--- src/rtl/mesh_node_router.sv ---
// One 2-D mesh router tile: buffered A/X/Y inputs, fault-aware XY/YX routing, registered
// B/X/Y outputs. Define MESH_NODE_QOS_EN for QoS-first arbitration (default: pure round-robin).
module mesh_node_router #(
  parameter int HP         = 0,
  parameter int VP         = 0,
  parameter int COORD_W    = 3,
  parameter int DATA_W     = 8,
  parameter int FIFO_DEPTH = 4,
  localparam int ID_W      = 2 * COORD_W,
  localparam int FLIT_W    = 3 + 2 * ID_W + DATA_W
) (
  input  logic              clk,
  input  logic              rst_n,
  input  logic              pg_en,
  input  logic [ID_W-1:0]   pg_node,
  input  logic              a_vld,
  output logic              a_rdy,
  input  logic [FLIT_W-1:0] a_flit,
  input  logic              xi_vld,
  output logic              xi_rdy,
  input  logic [FLIT_W-1:0] xi_flit,
  input  logic              yi_vld,
  output logic              yi_rdy,
  input  logic [FLIT_W-1:0] yi_flit,
  output logic              b_vld,
  input  logic              b_rdy,
  output logic [FLIT_W-1:0] b_flit,
  output logic              xo_vld,
  input  logic              xo_rdy,
  output logic [FLIT_W-1:0] xo_flit,
  output logic              yo_vld,
  input  logic              yo_rdy,
  output logic [FLIT_W-1:0] yo_flit,
  output logic [7:0]        drop_cnt
);
  localparam int PTR_W = $clog2(FIFO_DEPTH);
  localparam int CNT_W = PTR_W + 1;
  localparam logic [COORD_W-1:0] SELF_X  = COORD_W'(HP);
  localparam logic [COORD_W-1:0] SELF_Y  = COORD_W'(VP);
  localparam logic [ID_W-1:0]    SELF_ID = {SELF_Y, SELF_X};
  // Route codes double as output indices: 0 = B, 1 = X, 2 = Y.
  localparam logic [1:0] R_B = 2'd0, R_X = 2'd1, R_Y = 2'd2, R_DROP = 2'd3;

  function automatic logic [1:0] route_f(input logic [ID_W-1:0] tgt, input logic fen,
                                         input logic [ID_W-1:0] fnode);
    logic [COORD_W-1:0] tx;
    logic [COORD_W-1:0] ty;
    tx = tgt[COORD_W-1:0];
    ty = tgt[ID_W-1:COORD_W];
    if (tgt == SELF_ID) return R_B;
    if (fen && tgt == fnode) return R_DROP;
    if (ty == SELF_Y) return R_X;
    if (tx == SELF_X) return R_Y;
    if (fen && {SELF_Y, tx} == fnode) return R_Y;
    return R_X;
  endfunction

  function automatic logic [2:0] rr_pick(input logic [2:0] req, input logic [1:0] ptr);
    logic [2:0] g;
    int idx;
    g = '0;
    for (int k = 0; k < 3; k++) begin
      idx = (int'(ptr) + k) % 3;
      if (g == '0 && req[idx]) g[idx] = 1'b1;
    end
    return g;
  endfunction

  function automatic logic [7:0] sat_add(input logic [7:0] c, input logic [2:0] n);
    logic [8:0] s;
    s = {1'b0, c} + 9'(n);
    return s[8] ? 8'hFF : s[7:0];
  endfunction

  logic [FLIT_W-1:0] mem_q [3][FIFO_DEPTH];
  logic [PTR_W-1:0]  wptr_q [3];
  logic [PTR_W-1:0]  rptr_q [3];
  logic [CNT_W-1:0]  cnt_q [3];
  logic [CNT_W-1:0]  cnt_d [3];
  logic [FLIT_W-1:0] in_flit [3];
  logic [FLIT_W-1:0] head [3];
  logic [1:0]        dest [3];
  logic [2:0]        req [3];
  logic [2:0]        gnt [3];
  logic [FLIT_W-1:0] oflit_q [3];
  logic [FLIT_W-1:0] oflit_d [3];
  logic [1:0]        rr_q [3];
  logic [1:0]        rr_d [3];
  logic [2:0]        in_vld, in_rdy, accept, push, pop, head_vld, discard;
  logic [2:0]        ordy, can_load, ovld_q, ovld_d;
  logic [7:0]        drop_q, drop_d;
  logic              a_type_drop, self_failed;
`ifdef MESH_NODE_QOS_EN
  logic [2:0]        req_hi [3];
`endif

  assign self_failed = pg_en && (pg_node == SELF_ID);
  assign in_flit[0]  = a_flit;
  assign in_flit[1]  = xi_flit;
  assign in_flit[2]  = yi_flit;
  assign in_vld      = {yi_vld, xi_vld, a_vld};
  assign ordy        = {yo_rdy, xo_rdy, b_rdy};
  assign a_rdy       = in_rdy[0];
  assign xi_rdy      = in_rdy[1];
  assign yi_rdy      = in_rdy[2];
  assign b_vld       = ovld_q[0] && !self_failed;
  assign xo_vld      = ovld_q[1] && !self_failed;
  assign yo_vld      = ovld_q[2] && !self_failed;
  assign b_flit      = oflit_q[0];
  assign xo_flit     = oflit_q[1];
  assign yo_flit     = oflit_q[2];
  assign drop_cnt    = drop_q;

  // Input stage: FIFO flags, head routing and discards; self_failed freezes everything.
  always_comb begin
    for (int i = 0; i < 3; i++) begin
      in_rdy[i]   = (cnt_q[i] != CNT_W'(FIFO_DEPTH)) && !self_failed;
      accept[i]   = in_vld[i] && in_rdy[i];
      head[i]     = mem_q[i][rptr_q[i]];
      head_vld[i] = (cnt_q[i] != '0) && !self_failed;
      dest[i]     = route_f(head[i][DATA_W +: ID_W], pg_en, pg_node);
      discard[i]  = head_vld[i] && (dest[i] == R_DROP);
    end
    a_type_drop = accept[0] && (a_flit[FLIT_W-2 -: 2] != 2'b00);
    push        = {accept[2], accept[1], accept[0] && !a_type_drop};
  end

  // Output stage: per-output arbitration and register load/drain.
  always_comb begin
    pop = discard;
    for (int o = 0; o < 3; o++) begin
      req[o] = '0;
      for (int i = 0; i < 3; i++) req[o][i] = head_vld[i] && (dest[i] == 2'(o));
`ifdef MESH_NODE_QOS_EN
      req_hi[o] = '0;
      for (int i = 0; i < 3; i++) req_hi[o][i] = req[o][i] && head[i][FLIT_W-1];
      if (req_hi[o] != '0) req[o] = req_hi[o];
`endif
      can_load[o] = (!ovld_q[o] || ordy[o]) && !self_failed;
      gnt[o]      = can_load[o] ? rr_pick(req[o], rr_q[o]) : 3'b000;
      pop         = pop | gnt[o];
      ovld_d[o]   = ovld_q[o];
      oflit_d[o]  = oflit_q[o];
      rr_d[o]     = rr_q[o];
      if (gnt[o] != '0) begin
        ovld_d[o] = 1'b1;
        for (int i = 0; i < 3; i++) begin
          if (gnt[o][i]) begin
            oflit_d[o] = head[i];
            rr_d[o]    = (i == 2) ? 2'd0 : 2'(i + 1);
          end
        end
      end else if (ovld_q[o] && ordy[o] && !self_failed) begin
        ovld_d[o] = 1'b0;
      end
    end
  end

  always_comb begin
    for (int i = 0; i < 3; i++) cnt_d[i] = cnt_q[i] + CNT_W'(push[i]) - CNT_W'(pop[i]);
    drop_d = sat_add(drop_q, 3'(a_type_drop) + 3'(discard[0]) + 3'(discard[1]) + 3'(discard[2]));
  end

  always_ff @(posedge clk or negedge rst_n) begin
    if (!rst_n) begin
      for (int i = 0; i < 3; i++) begin
        cnt_q[i]   <= '0;
        wptr_q[i]  <= '0;
        rptr_q[i]  <= '0;
        oflit_q[i] <= '0;
        rr_q[i]    <= '0;
      end
      ovld_q <= '0;
      drop_q <= '0;
    end else begin
      for (int i = 0; i < 3; i++) begin
        cnt_q[i]   <= cnt_d[i];
        oflit_q[i] <= oflit_d[i];
        rr_q[i]    <= rr_d[i];
        if (push[i]) wptr_q[i] <= wptr_q[i] + PTR_W'(1);
        if (pop[i])  rptr_q[i] <= rptr_q[i] + PTR_W'(1);
      end
      ovld_q <= ovld_d;
      drop_q <= drop_d;
    end
  end

  // FIFO storage carries no reset; occupancy counters define validity.
  always_ff @(posedge clk) begin
    for (int i = 0; i < 3; i++) begin
      if (push[i]) mem_q[i][wptr_q[i]] <= in_flit[i];
    end
  end
endmodule
--- config.mk ---
export PLATFORM = sky130hd
export DESIGN_NAME = mesh_node_router
export DESIGN_NICKNAME = d
export VERILOG_FILES = /design/src/rtl/mesh_node_router.sv
export SDC_FILE = /design/constraint.sdc
export NUM_CORES = 1
export LEC_CHECK = 0
export BUFFER_PORTS_ARGS = -buffer_cell sky130_fd_sc_hd__buf_2
export CORE_MARGIN = 2
export CORE_UTILIZATION = 32
export CTS_CLUSTER_DIAMETER = 60
export DETAILED_ROUTE_END_ITERATION = 6
export GPL_TIMING_DRIVEN = 0
export SYNTH_ARGS = -nofsm -noshare
export SYNTH_HDL_FRONTEND = slang
export SYNTH_SLANG_ARGS = --single-unit
--- constraint.sdc ---
create_clock -name clk -period 9.5 [get_ports clk]
set_input_delay 0.95 -clock clk [delete_from_list [all_inputs] [get_ports clk]]
set_output_delay 0.95 -clock clk [all_outputs]
set_load 0.005 [all_outputs]
Yosys cells after proc, flatten, opt, wreduce, memory -nomap -nowiden. Memory sizes are Yosys's and may differ from the RTL's. Index checks and enable logic that the tools add are counted.

Bits in writable memories: 276. Input bits: 84. Memories: 1. Output and inout port bits: 83. Logic and storage cells: 386. Register bits after elaboration: 107.

Memory list: mem_q (depth 3, bits a word 92, rd ports 3, clocked after memory_dff 0, wr ports 3, line 75) `logic [FLIT_W-1:0] mem_q [3][FIFO_DEPTH];`.

Reductions and logical operators: 97. Add/subtract/negate cells: 22. Bitwise gates (word level): 15. $lt $le $gt $ge: 27. Equality and inequality tests: 18. Mux-type cells: 178. Div/mod/pow operators: 9.

Operators by type and width (count): 2-to-1 mux 23 bit (18); >= comparator 32 x 1 -> 1 bit, second input constant (9); < comparator 32 x 4 -> 1 bit, second input constant (9); 2-to-1 mux 92 bit (3); remainder unit 32 x 3 -> 32 bit, second input constant (6); binary-select mux 23 bit (select 2 bit) (3); demux 23 bit (select 2 bit) (3); remainder unit 3 x 3 -> 32 bit, second input constant (3); 2-to-1 mux 1 bit (81); 2-to-1 mux 2 bit (39); logical AND 1 bit (60); zero test 3 bit (12); 2-to-1 mux 3 bit (12); OR 3 bit (9); zero test 6 bit (4); binary-select mux 1 bit (select 2 bit) (9); demux 1 bit (select 2 bit) (9); equality test 3 x 6 -> 1 bit (3); equality test 6 bit (3); >= comparator 3 bit, second input constant (6); NOT 2 -> 3 bit (6); nonzero test 3 bit (6); adder 2 x 1 -> 2 bit, second input constant (6); adder 3 x 1 -> 3 bit (4); other kinds (15) (43).

Depth between registers and ports, before layout. Gate-level depths: netlist of run 1.

Depth in word-level cells: 39. Mapped depth: 19.

Worst setup path after synthesis of run 1. Ideal clock, no wire load.

Path type: in2reg. Start: in pg_node[4]. End: reg cnt_q[2] in the netlist's numbering. Path buffers: 0. Setup slack: 4839 ps. Cell stages on the path: 16. Data arrival time: 4536 ps. Setup time: 125 ps. Required time: 9375 ps. Cell sequence: nor4b_1 a21boi_0 o31ai_2 nor3_1 a2111oi_1 a211oi_2 a21oi_1 o21ai_0 or2_1 ha_1 inv_1 ha_1 inv_1 fa_1 xnor2_1 xnor2_1.

RTL lines: start, declared (line 15) `input logic [ID_W-1:0] pg_node,`; end signal, assigned by index (line 177) `cnt_q[i] <= cnt_d[i];`; end, declared (line 78) `logic [CNT_W-1:0] cnt_q [3];`.

==> results of run 1 <==
-- power groups by stage --
stage	registers (mW)	logic (mW)	clock network [mW]
floorplan	2.47	2.54	0
global placement	2.61	3.71	0
detailed placement	2.62	3.76	0
CTS	2.59	3.77	1.68
global route	2.62	4.09	1.74
finish	2.59	3.79	1.64
-- metal layers --
| layer | share of wire | vias up |
|---|---|---|
| met1 | 0.41 | 5768 |
| met4 | 0.035 | 4 |
| met2 | 0.48 | 493 |
| li1 | - | 4965 |
| met5 | 0.00056 | - |
| met3 | 0.075 | 91 |
-- cell type report --
class	count	area (um2)
timing repair buffer	167	861
inverter	44	165
sequential	383	11000
fill	4924	32400
clock buffer	59	1200
tap	688	861
multi-input combinational	657	5670
antenna	2	5.00
clock inverter	23	204
buffer	54	284
-- cells in the final DEF (no fill, tap or decap), types with 27 or more instances in the layout --
cell type	n
edfxtp_1	276
buf_2	179
dfrtp_1	107
mux4_2	69
o21ai_0	60
nor2_1	50
a22oi_1	46
clkbuf_16	46
inv_1	44
a2bb2oi_1	43
clkbuf_1	39
a21oi_1	37
and3_1	35
ha_1	31
xnor2_1	29
nand3_1	27
-- worst reg2reg max path, delay by kind of cell, from the launching register on --
| family | cells | cell delay (ns) |
|---|---|---|
| AOI/OAI and AO/OA | 5 | 1.77 |
| adders and majority gates | 3 | 0.84 |
| and+or+nand+nor | 3 | 0.77 |
| muxes | 1 | 0.70 |
| xor gates and xnor gates | 3 | 0.60 |
| buffers and inverters | 3 | 0.36 |
| DFF | 1 | 0.32 |
-- worst max path at each step --
stage,slack (ns),endpoint,startpoint
after floorplan,4.84,cnt_q[2]$_DFF_PN0_,pg_node[4]
after CTS,4.16,cnt_q[8]$_DFF_PN0_,rptr_q[0]$_DFFE_PN0N_
final,4.08,cnt_q[8]$_DFF_PN0_,rptr_q[0]$_DFFE_PN0N_
after global placement,3.77,cnt_q[2]$_DFF_PN0_,pg_node[4]
after global routing,3.80,cnt_q[2]$_DFF_PN0_,rptr_q[2]$_DFFE_PN0P_
after detailed placement,3.72,cnt_q[2]$_DFF_PN0_,pg_node[4]
-- state kept, by name, indices dropped and copies added, names as in the netlist, 6 cells and up --
name and cells:
cnt_q 9, mem_q 276, rptr_q 6, b_flit 23, wptr_q 6, drop_cnt 8, rr_q 6, yo_flit 23
xo_flit 23
-- cell families (layout without fill, tap and decap cells) --
family,Yosys count,in the layout,share of synthesized area
DFF,383,383,0.642
AOI/OAI and AO/OA,298,298,0.122
and+or+nand+nor,210,210,0.0664
buffers and inverters,98,347,0.0263
muxes,75,75,0.0946
adders and majority gates,37,37,0.0297
xor gates and xnor gates,37,37,0.0190
other,0,2,0
-- through the flow --
stage / std cells / worst slack [ns] / cell area (um2)
6_report: 2077 / 4.08 / 20200
5_1_grt: 2075 / 3.80 / 20200
2_1_floorplan: 1138 / 4.84 / 17100
3_5_place_dp: 1993 / 3.72 / 18800
3_3_place_gp: 1992 / 3.77 / 18800
4_1_cts: 2075 / 4.16 / 20200
==> run_results.csv, run 1 <==
group,metric,value,unit
grt,use_met1,0.237,
grt,overflow,0,
timing,fin_worst_skew,0.0174,ns
synth,synthTopCellsByCount,"edfxtp_1, dfrtp_1, mux4_2",
power_and_ir_drop,p_leak,7.41,nW
critical_path,critical_path.max_stage_delay,0.69,ns
power_and_ir_drop,intPower,4.75,mW
synth,yosysMostFrequentCell,"edfxtp_1",
synth,synth-edff-count,276,
finish,final_nets,1472,
die,die_area,55300,um2
synth,yosysUniqueCellTypes,76,
cts,root_buffer,"clkbuf_16",
synth,yosys_warnings,0,
synth,ys_seq_elements,383,
routing,drc_errors,0,
die,design.core.area,52700,um2
synth,synth_area_leaders,"edfxtp_1, dfrtp_1, mux4_2",
critical_path,slowest_stage,"mux4_2",
routing,drtAntennaViolNets,0,
power_and_ir_drop,power_switching,3.27,mW
finish,fin_util,0.384,
hold_path,hp-class,"primary input to asynchronous set/reset pin",
critical_path,path_cells,"buf_2, mux4_2, xnor2_1, nand3_1, o31ai_4, or4_1, o21ai_0, a221oi_1, o22a_2, a2bb2oi_2, nand3_1, ha_1, inv_1, ha_1, inv_1, fa_1, xnor2_1, xnor2_1",
grt,grt_usage,0.178,
timing,finalHoldWorstSlack,0.468,ns
timing,setup_viol,0,
synth,async_reset_ff_frac,0.279,
power_and_ir_drop,power.share.clock,0.205,
timing,finalSetupTns,0,ns
grt,grt_util_met3,0.0320,
grt,grt_pass1_wl,73.7,mm
critical_path,critPathMaxFanout,9,
cts,htree_levels,2,
grt,antenna_found_initial,3,
die,start_util,0.324,
power_and_ir_drop,finalPower,8.02,mW
critical_path,crit_cells,18,
timing,min_period_over_period,0.571,
die,die_y,235,um
grt,grt_max_degree,61,
placement,place.gp.congestion,0.905,
power_and_ir_drop,swShare,0.408,
cts,cts_made_buffers,44,
routing,num_vias,11300,
critical_path,worstPathArrival,5.92,ns
placement,io_buffers,166,
timing,hold_viol,0,
critical_path,reg2reg_to,"cnt_q[8]$_DFF_PN0_",
synth,avgSynthCellArea,15.0,um2
routing,wire_per_inst,24.1,um
synth,netlist.top_cell.by_area,"edfxtp_1",
cts,clk_latency,0.58,ns
critical_path,worstSetupEndpointType,"flop",
cts,cts_sinks,383,
cts,cts.clk_slew.worst_paths,0.05,ns
placement,dpl.hpwl,36.5,mm
cts,cts_buffer_depth,3,
critical_path,worst-path-buf-inv,3,
timing,rsz0062_at_grt,"false",
status,status,"completed",
critical_path,cpMostUsedCell,"xnor2_1",
synth,syn_nets,1259,
power_and_ir_drop,ir_worst_vdd,0.215,mV
die,io_pins,167,
cts,post_cts_resize_count,0,
critical_path,r2r-start,"rptr_q[0]$_DFFE_PN0N_",
grt,grt_pass1_vias,11200,
timing,drv_slew,0,
synth,synth_area,17100,um2
synth,seq_area_frac_synth,0.642,
critical_path,crit_type,"flop to flop",
critical_path,critPathTopFamily,"compound AO/OA/AOI/OAI gates",
critical_path,worstPathRequired,9.99,ns
cts,cts_tree,"yes",
critical_path,rr_worst_depth,18,
die,row_count,84,
critical_path,start_kind,"flop",
timing,slew_headroom,0.146,
power_and_ir_drop,power_frac_seq,0.323,
power_and_ir_drop,comb_power_share,0.473,
synth,ys.flop_type,"edfxtp_1",
grt,busiest_layer,"met2",
grt,grt_use_met2,0.289,
die,die_width,235,um
finish,syn2layout_area_growth,18.3,%
run,cap_violations,0,
routing,drt_pre_antenna_iters,5,
synth,yosysTopAreaCellShare,0.485,
routing,totalWireLength,50.0,mm
routing,via_per_inst,5.45,
critical_path,regToRegSetupSlack,4.08,ns
finish,drive_above_1_share,0.253,
timing,worst_pin_slew,1.28,ns
synth,syn_inst,1138,
timing,period_minus_slack,5.42,ns
power_and_ir_drop,power_density,397,nW/um2
cts,cts_setup_buffers,0,
cts,hold_buffers,0,
routing,drtIter0Drc,1035,
timing,fmax,184,MHz
Note: power is estimated with default switching activity, not from simulation.
==> run 2: changes to the inputs <==
- clock period: 9.5 -> 5.48 ns (I/O delays scaled with it)
==> run_results.csv, run 2 (synthesis gave the netlist of run 1 again) <==
group,metric,value,unit
critical_path,critPathMaxFanout,9,
critical_path,slowest_stage,"mux4_2",
timing,fmax,194,MHz
die,io_pins,167,
finish,layout_common_cells,"edfxtp_1, buf_2, dfrtp_1",
die,start_util,0.324,
placement,place.gp.congestion,0.905,
die,die_y,235,um
critical_path,cpMostUsedCell,"xnor2_1",
routing,wire_per_inst,24.1,um
finish,drive_above_1_share,0.256,
critical_path,critical_path.max_stage_delay,0.69,ns
timing,drv_slew,0,
critical_path,start_kind,"flop",
cts,cts_tree,"yes",
timing,slew_headroom,0.137,
critical_path,cp-startpoint,"rptr_q[0]$_DFFE_PN0N_",
critical_path,critPathTopFamily,"compound AO/OA/AOI/OAI gates",
timing,setup_viol,0,
timing,rsz0062_at_grt,"false",
finish,final_nets,1475,
cts,cts_sinks,383,
routing,via_per_inst,5.47,
timing,period_minus_slack,5.17,ns
critical_path,r2r-start,"rptr_q[0]$_DFFE_PN0N_",
routing,drc_errors,4,
critical_path,worst-path-buf-inv,3,
grt,grt_pass1_wl,73.7,mm
routing,drt_pre_antenna_iters,7,
cts,hold_buffers,0,
power_and_ir_drop,power_density,688,nW/um2
hold_path,hp-class,"primary input to asynchronous set/reset pin",
grt,grt_pass1_vias,11200,
cts,cts_made_buffers,44,
die,row_count,84,
critical_path,worstPathRequired,5.98,ns
cts,htree_levels,2,
critical_path,worstSetupEndpointType,"flop",
timing,worst_pin_slew,1.29,ns
timing,hold_viol,0,
finish,fin_util,0.385,
grt,antenna_found_initial,3,
grt,grt_usage,0.178,
status,violations,"DRC",
critical_path,crit_type,"flop to flop",
die,die_area,55300,um2
cts,cts.clk_slew.worst_paths,0.05,ns
routing,totalWireLength,50.1,mm
cts,cts_buffer_depth,3,
grt,grt_max_degree,61,
critical_path,regToRegSetupSlack,0.31,ns
power_and_ir_drop,ir_worst_vdd,0.372,mV
critical_path,reg2reg_to,"cnt_q[8]$_DFF_PN0_",
run,cap_violations,0,
timing,fin_worst_skew,0.0199,ns
placement,dpl.hpwl,36.5,mm
timing,min_period_over_period,0.943,
die,design.core.area,52700,um2
status,status,"finished with violations",
placement,io_buffers,166,
cts,root_buffer,"clkbuf_16",
power_and_ir_drop,finalPower,13.9,mW
routing,num_vias,11400,
routing,drtAntennaViolNets,0,
critical_path,worstPathArrival,5.66,ns
finish,layout_commonest_cell,"edfxtp_1",
finish,largest_reg_flops,276,
power_and_ir_drop,p_leak,7.43,nW
critical_path,path_cells,"buf_2, mux4_2, xnor2_1, nand3_1, o31ai_4, or4_1, o21ai_0, a221oi_1, o22a_2, a2bb2oi_4, nand3_1, ha_1, inv_1, ha_1, inv_1, fa_1, xnor2_1, xnor2_1",
routing,drtIter0Drc,1214,
cts,clk_latency,0.58,ns
finish,syn2layout_area_growth,18.6,%
grt,overflow,0,
timing,finalSetupTns,0,ns
die,die_width,235,um
critical_path,rr_worst_depth,18,
==> run 2: cell count changes in the layout (fill, tap and decap cells not counted) <==
cell	change
diode_2	+1
nor3_1	-1
a2bb2oi_4	+1
a2bb2oi_2	-1
a21oi_4	+1
a21oi_1	-1
nor3_2	+1
buf_4	+3
==> run 2: worst max-delay path by stage <==
stage,end,cells past startpoint
floorplan,cnt_q[5]$_DFF_PN0_,18
global route,cnt_q[5]$_DFF_PN0_,17
global placement,cnt_q[2]$_DFF_PN0_,17
detailed placement,cnt_q[2]$_DFF_PN0_,17
finish,cnt_q[8]$_DFF_PN0_,18
CTS,cnt_q[8]$_DFF_PN0_,18
==> run 2: layout make-up <==
class / instances / area (um2)
clock inverters: 23 / 204
flip-flops and latches: 383 / 11000
well taps: 688 / 861
repair buffers: 170 / 883
fillers: 4921 / 32400
clock buffers: 59 / 1200
multi-input cells: 657 / 5700
plain buffers: 54 / 284
diodes: 3 / 7.51
inverters: 44 / 165
==> run 2: what timing repair did <==
item | 4_1_cts | 5_1_grt
endpoints found under the setup margin | 0 | 3
resized for setup | 0 | 4
buffers inserted | 0 | 3
==> run 2: through the flow <==
| step | worst slack (ns) | cell area [um2] | hold slack [ns] | std cells |
|---|---|---|---|---|
| 4_1_cts | 0.139 | 20200 | 0.0766 | 2075 |
| 6_report | 0.313 | 20300 | 0.0618 | 2081 |
| 5_1_grt | 0.0451 | 20300 | 0.115 | 2078 |
| 3_3_place_gp | 0.151 | 18800 | 0.483 | 1992 |
| 3_5_place_dp | 0.0982 | 18800 | 0.500 | 1993 |
| 2_1_floorplan | 1.01 | 17100 | 0.252 | 1138 |
==> run 2: metal layers <==
metal	global-route usage	routed length, um	up-vias
li1	-	-	4965
met1	0.237	20400	5809
met2	0.289	24200	496
met3	0.0320	3650	105
met4	0.0742	1810	4
met5	0	28	-
==> run 2: power by group <==
part / total (mW) / switching [mW] / leakage (nW) / internal, mW
combinational: 6.62 / 3.95 / 2.96 / 2.66
sequential: 4.49 / 0.536 / 3.79 / 3.95
clock: 2.85 / 1.20 / 0.676 / 1.65
